**src/rtl/alu_pipe_issue_ctrl.sv**
```systemverilog
// alu_pipe_issue_ctrl: in-order issue queue with a RAW scoreboard for the 4-stage ALU pipeline
module alu_pipe_issue_ctrl #(
    parameter int DEPTH  = 4,
    parameter int WB_LAT = 3
) (
    input  logic        clk1,
    input  logic        rst,
    input  logic        in_valid,
    output logic        in_ready,
    input  logic [3:0]  in_rs1,
    input  logic [3:0]  in_rs2,
    input  logic [3:0]  in_rd,
    input  logic [3:0]  in_func,
    input  logic [7:0]  in_addr,
    input  logic        hold,
    output logic        iss_valid,
    output logic [3:0]  iss_rs1,
    output logic [3:0]  iss_rs2,
    output logic [3:0]  iss_rd,
    output logic [3:0]  iss_func,
    output logic [7:0]  iss_addr,
    output logic        busy,
    output logic [15:0] stall_cnt
);
    localparam int AW = $clog2(DEPTH);
    logic [23:0]       mem_q [DEPTH];
    logic [23:0]       mem_d [DEPTH];
    logic [AW-1:0]     wr_ptr_q, wr_ptr_d, rd_ptr_q, rd_ptr_d;
    logic [AW:0]       count_q, count_d;
    logic [WB_LAT-1:0] sb_v_q, sb_v_d;
    logic [3:0]        sb_rd_q [WB_LAT];
    logic [3:0]        sb_rd_d [WB_LAT];
    logic [23:0]       iss_q, iss_d;
    logic              iss_valid_q, iss_valid_d;
    logic [15:0]       stall_q, stall_d;
    logic [23:0]       head;
    logic              accept, issue, hazard, nonempty;
    always_comb begin
        head = mem_q[rd_ptr_q];
        nonempty = count_q != '0;
        hazard = 1'b0;
        // The oldest entry is written back on this very edge, so it no longer blocks.
        for (int i = 0; i < WB_LAT - 1; i++)
            hazard = hazard | (sb_v_q[i] && (sb_rd_q[i] == head[23:20] || sb_rd_q[i] == head[19:16]));
        in_ready = !rst && count_q != (AW+1)'(DEPTH);
        accept = in_valid && in_ready;
        issue = nonempty && !hold && !hazard;
        mem_d = mem_q;
        if (accept)
            mem_d[wr_ptr_q] = {in_rs1, in_rs2, in_rd, in_func, in_addr};
        wr_ptr_d = wr_ptr_q + AW'(accept);
        rd_ptr_d = rd_ptr_q + AW'(issue);
        count_d = count_q + (AW+1)'(accept) - (AW+1)'(issue);
        sb_v_d = WB_LAT'({sb_v_q, issue});
        sb_rd_d = sb_rd_q;
        sb_rd_d[0] = head[15:12];
        for (int i = 1; i < WB_LAT; i++)
            sb_rd_d[i] = sb_rd_q[i-1];
        iss_valid_d = issue;
        iss_d = issue ? head : iss_q;
        stall_d = (nonempty && !hold && hazard && stall_q != 16'hFFFF) ? stall_q + 16'd1 : stall_q;
    end
    always_ff @(posedge clk1) begin
        if (rst) begin
            mem_q       <= '{default: '0};
            wr_ptr_q    <= '0;
            rd_ptr_q    <= '0;
            count_q     <= '0;
            sb_v_q      <= '0;
            sb_rd_q     <= '{default: '0};
            iss_q       <= '0;
            iss_valid_q <= 1'b0;
            stall_q     <= '0;
        end else begin
            mem_q       <= mem_d;
            wr_ptr_q    <= wr_ptr_d;
            rd_ptr_q    <= rd_ptr_d;
            count_q     <= count_d;
            sb_v_q      <= sb_v_d;
            sb_rd_q     <= sb_rd_d;
            iss_q       <= iss_d;
            iss_valid_q <= iss_valid_d;
            stall_q     <= stall_d;
        end
    end
    assign iss_valid = iss_valid_q;
    assign {iss_rs1, iss_rs2, iss_rd, iss_func, iss_addr} = iss_q;
    assign busy = nonempty || (|sb_v_q);
    assign stall_cnt = stall_q;
endmodule

```
**config.mk**
```make
export PLATFORM = sky130hd
export DESIGN_NAME = alu_pipe_issue_ctrl
export DESIGN_NICKNAME = d
export VERILOG_FILES = /design/src/rtl/alu_pipe_issue_ctrl.sv
export SDC_FILE = /design/constraint.sdc
export NUM_CORES = 1
export LEC_CHECK = 0
export CORE_MARGIN = 2
export CORE_UTILIZATION = 55
export DETAILED_ROUTE_END_ITERATION = 7
export PLACE_DENSITY = 0.76
export SYNTH_ARGS = -nofsm -noshare
export SYNTH_HDL_FRONTEND = slang
export SYNTH_SLANG_ARGS = --single-unit
```
**constraint.sdc**
```tcl
create_clock -name clk1 -period 7.49 [get_ports clk1]
set_clock_uncertainty 0.2 [all_clocks]
set_input_delay 1.498 -clock clk1 [delete_from_list [all_inputs] [get_ports clk1]]
set_output_delay 1.498 -clock clk1 [all_outputs]
set_load 0.01 [all_outputs]
```
# Yosys cells after proc, flatten, opt, wreduce, memory -nomap -nowiden
# Index checks and enable logic that the tools add are counted.
# word_totals
reg_bits,155
latch_bits,0
ram_bits,0
rom_bits,0
input_bits,28
mem_count,0
# classes
n_addsub,5
n_mul,0
div_mod_pow,0
n_lt_le_gt_ge,3
n_eq_ne,6
n_shift,0
muxes,6
n_bitwise,3
n_reduce_logical,17
# op_table
operator,n
$bwmux 96,1
$mux 24,3
$bmux 24 s2,1
$demux 24 s2,1
$add 16x1->16 const B,1
$eq 4x4->1,4
$ne 16x16->1 const B,1
$logic_and 1x1->1,9
$ge 3x3->1 const B,2
$not 2->3,2
$add 2x1->2,2
$add 3x1->3,1
$logic_not 1->1,3
$logic_or 1x1->1,3
$lt 3x1->1 const B,1
$ne 3x3->1 const B,1
$reduce_bool 3->1,1
$reduce_or 3->1,1
$sub 3x1->3,1
$or 1x1->1,1

# Depth between registers and ports, before layout
# logic_depth
ltp_word,11
ltp_mapped,15
ltp_nobuf,12

# Worst setup path after synthesis
# No wires, ideal clock.
# synth_path
kind,input to register
start,input port hold
end,register count_q[2]
setup_ns,0.128
arrival_ns,3.763
t_required_ns,7.162
setup_slack_ns,3.400
cell_stages,11
path_buffers,2
path_cell_list,or2_2 > clkbuf_1 > nor3_2 > buf_4 > ha_1 > inv_1 > ha_1 > fa_1 > xnor2_1 > xnor2_1 > nor2_1
# synth_via
elab_chain_len,4
# synth_rtl
element,line,rtl
from (decl),15,"input logic hold,"
$logic_not 1->1,47,issue = nonempty && !hold && !hazard;
$logic_and 1x1->1 (2 in a row),47,
via iss_valid_d,34,"logic iss_valid_q, iss_valid_d;"
$sub 3x1->3,53,count_d = count_q + (AW+1)'(accept) - (AW+1)'(issue);
to (signal assigned),78,count_q <= count_d;
to (decl),29,"logic [AW:0] count_q, count_d;"
# The timed path passes the listed nets, and every way through them passes these cells.
# A chain may end at the register's enable or synchronous reset.

# Worst setup path after layout
# layout_path
start,input port rst
end,output port in_ready
# layout_via
elab_chain_len,2
# layout_rtl
element,line,rtl
from (decl),7,"input logic rst,"
$logic_not 1->1,45,in_ready = !rst && count_q != (AW+1)'(DEPTH);
$logic_and 1x1->1,45,
to (decl),9,"output logic in_ready,"
# No other way between the ends.

==> results.toml <==
[yosys]
syn_nets = 750
syn_inst = 716
ys_types = 37
synth_fa_ha_area_frac = 0.0130
syn_avg_cell_area_sq_um = 8.90
synth-simple-area-share = 0.205
synth_seq_area_share = 0.484
synth_warnings = 0
synth_xor_area_frac = 0.0289
synth_top_family_by_area = "simple AND/OR/NAND/NOR gates"
synth_mux_area_frac = 0.135
synth_enable_flop_cells = 0
postSynth.topFlopCell = "dfxtp_1"
async_flop_share = 0
synth_compound_area_frac = 0.0964
synth_area_sq_um = 6370
ys_ff_latch = 154

[timing]
worstMarginPinSlew_ns = 1.19
slew-limit-headroom = 0.205
fin_tns_setup_ns = 0
finalHoldViolCount = 0
rsz0062_at_grt = "false"
period_needed_ns = 4.34
maxSlewViolCount = 0
fmax_mhz = 230
setup_violations = 0
holdWs_ns = 0.251
post-route-period-util = 0.579

[clock_tree]
cts_max_path_buffers = 2
cts_made_buffers = 17
ctsResizeCount = 0
ctsHoldBuffers = 0
cts_setup_buffers = 0
clock_sinks = 154
insertion_delay_ns = 0.42
cts-htree-levels = 4
cts-root-buf = "clkbuf_16"
cts.clk_slew.worst_paths_ns = 0.06
cts_tree = "done"

[critical_path]
cp.arrival_ns = 2.64
critPathMaxStageDelay_ns = 0.59
timing.critical_path.from = "rst"
required_ns = 5.79
end_kind = "primary output"
worst_setup_path_start_kind = "input pin"
critical_path_class = "in2out"
worst_path_max_delay_cell = "clkdlybuf4s50_1"
path_cells = "buf_4 -> a21oi_1 -> clkdlybuf4s50_1"
rr_startpoint = "rd_ptr_q[0]"
path_max_fanout = 49

[place]
placed_area_sq_um = 7090
io_buffers = 70
dp_hpwl_um = 9150
place_congestion = 0.759

[floorplanning]
rows = 39
die_w_um = 112
start_util = 0.561
coreArea_sq_um = 11400
dieArea_sq_um = 12500
fp.dieH_um = 112
ios = 71

[finish]
area_growth_pct = 21.8
stdcell_area_sq_um = 7760
antennaDiodeCount = 0
layout.nets = 796
drive_above_1_share = 0.0918
n_fill_cell = 878

[global_routing]
grt_max_degree = 110
antenna_found_initial = 0
grt_usage = 0.249
grt-ovfl-total = 0
grt_pass1_vias = 5107
grt_pass1_wl_um = 24900

[detailed_routing]
routed_wl_um = 15100
dr.pass1.iters = 8
viasPerCell = 5.65
antenna_left = 0
wl_per_cell_um = 16.5
drc = 0
drt_iter0_drc = 361
vias = 5174

[run_status]
run_status = "finished, final reports clean"

[power]
ir_worst_vdd_v = 0.000269
p_leak_nw = 2.64
p_per_area_nw_per_um2 = 289

[worst_hold_path]
holdCritStartpoint = "mem_q[38]"
hp-class = "reg2reg"

[flow_run]
cap_violations = 0
per-stage QoR:
stage / utilization / cells / total power, W / setup slack, ns
finish: 0.683 / 916 / 0.00224 / 3.15
global route: 0.683 / 916 / 0.00232 / 3.11
global placement: 0.624 / 886 / 0.00127 / 3.25
detailed placement: 0.624 / 886 / 0.00129 / 3.19
floorplan: - / 716 / 0.00118 / 3.40
CTS: 0.683 / 916 / 0.00225 / 3.16
worst max-delay path: cells and delay by family:
family / cells / cell delay (ns)
buffers and inverters: 2 / 0.85
AOI/OAI and AO/OA: 1 / 0.28
cell usage in the layout, fill, tap and decap left out, drive strengths merged:
cell	netlist	routed
nand4	5	5
bufinv	0	6
a21oi	105	105
inv	10	11
or3	2	2
nor4	4	4
nor2b	14	14
a21boi	1	1
nand3	11	11
clkinvlp	0	2
or2	1	1
o211ai	3	3
nor2	43	43
mux2	6	6
clkbuf	40	19
xnor2	20	20
mux2i	25	25
nor4b	1	1
clkdlybuf4s50	0	69
fa	1	1
o31ai	5	5
o41ai	1	1
and3	3	3
or4	8	8
mux4	24	24
and2	6	6
ha	5	5
and4	1	1
nand2	203	203
nor3	5	5
clkinv	0	2
buf	8	6
xor2	1	1
dfxtp	154	154
routing by layer:
metal | wire length, um | global-route usage | vias to the layer above
met5 | 0 | 0 | -
met4 | 225 | 0.0947 | 0
met3 | 791 | 0.0512 | 22
met2 | 7890 | 0.440 | 146
met1 | 6200 | 0.301 | 2498
li1 | - | - | 2508
state kept, by name (all words and copies together), names as in the netlist:
signal	count
mem_q	96
count_q	3
stall_cnt	16
sb_rd_d	8
rd_ptr_q	2
sb_v_q	3
wr_ptr_q	2
iss_q	24
power breakdown:
part	leakage (nW)	total (W)	switching, W	internal, W
clock	0.322	0.000972	0.000333	0.000639
combinational	1.08	0.000367	0.000195	0.000172
sequential	1.24	0.000902	0.0000434	0.000859
final timing paths:
check                     to  slack (ns)  cells after the start
setup / recovery    in_ready        3.15                      3
hold reg to reg    mem_q[38]        0.25                      2
setup reg to reg  count_q[2]        3.64                     12
hold / removal     mem_q[38]        0.25                      2
cell type report:
type	count	area (sq um)	share of cell area
Clock buffer	19	453	0.0583
Clock inverter	11	218	0.0280
Inverter	10	37.5	0.00483
Multi-Input combinational cell	504	3060	0.394
Sequential cell	154	3080	0.397
Tap cell	143	179	0.0230
Timing Repair Buffer	75	736	0.0947
cell families after synthesis:
| group | count (synthesis) |
|---|---|
| and+or+nand+nor | 307 |
| DFF | 154 |
| AOI/OAI and AO/OA | 115 |
| buffers and inverters | 58 |
| muxes | 55 |
| xor gates and xnor gates | 21 |
| adders and majority gates | 6 |
synth_stat cells (2+ instances only):
library cell  count  area share
nor2_1           43       0.025
buf_6             2      0.0035
ha_1              5      0.0098
or3_1             2      0.0020
and2_1            6      0.0059
buf_2             3      0.0024
mux2i_1          25       0.039
nand2_1         203        0.12
mux2_2            6       0.011
nor4_1            4      0.0039
buf_4             2      0.0024
clkbuf_1         40       0.024
o31ai_1           5      0.0059
nor3_1            4      0.0031
xnor2_1          20       0.027
a21oi_1         104       0.082
nor2b_1          14       0.014
and3_1            3      0.0029
nand3_1          11      0.0086
mux4_2           23       0.081
or4_1             8      0.0094
dfxtp_1         154        0.48
o211ai_1          2      0.0024
nand4_1           5      0.0049
inv_1            10      0.0059
Power figures use the tool's default switching activity.
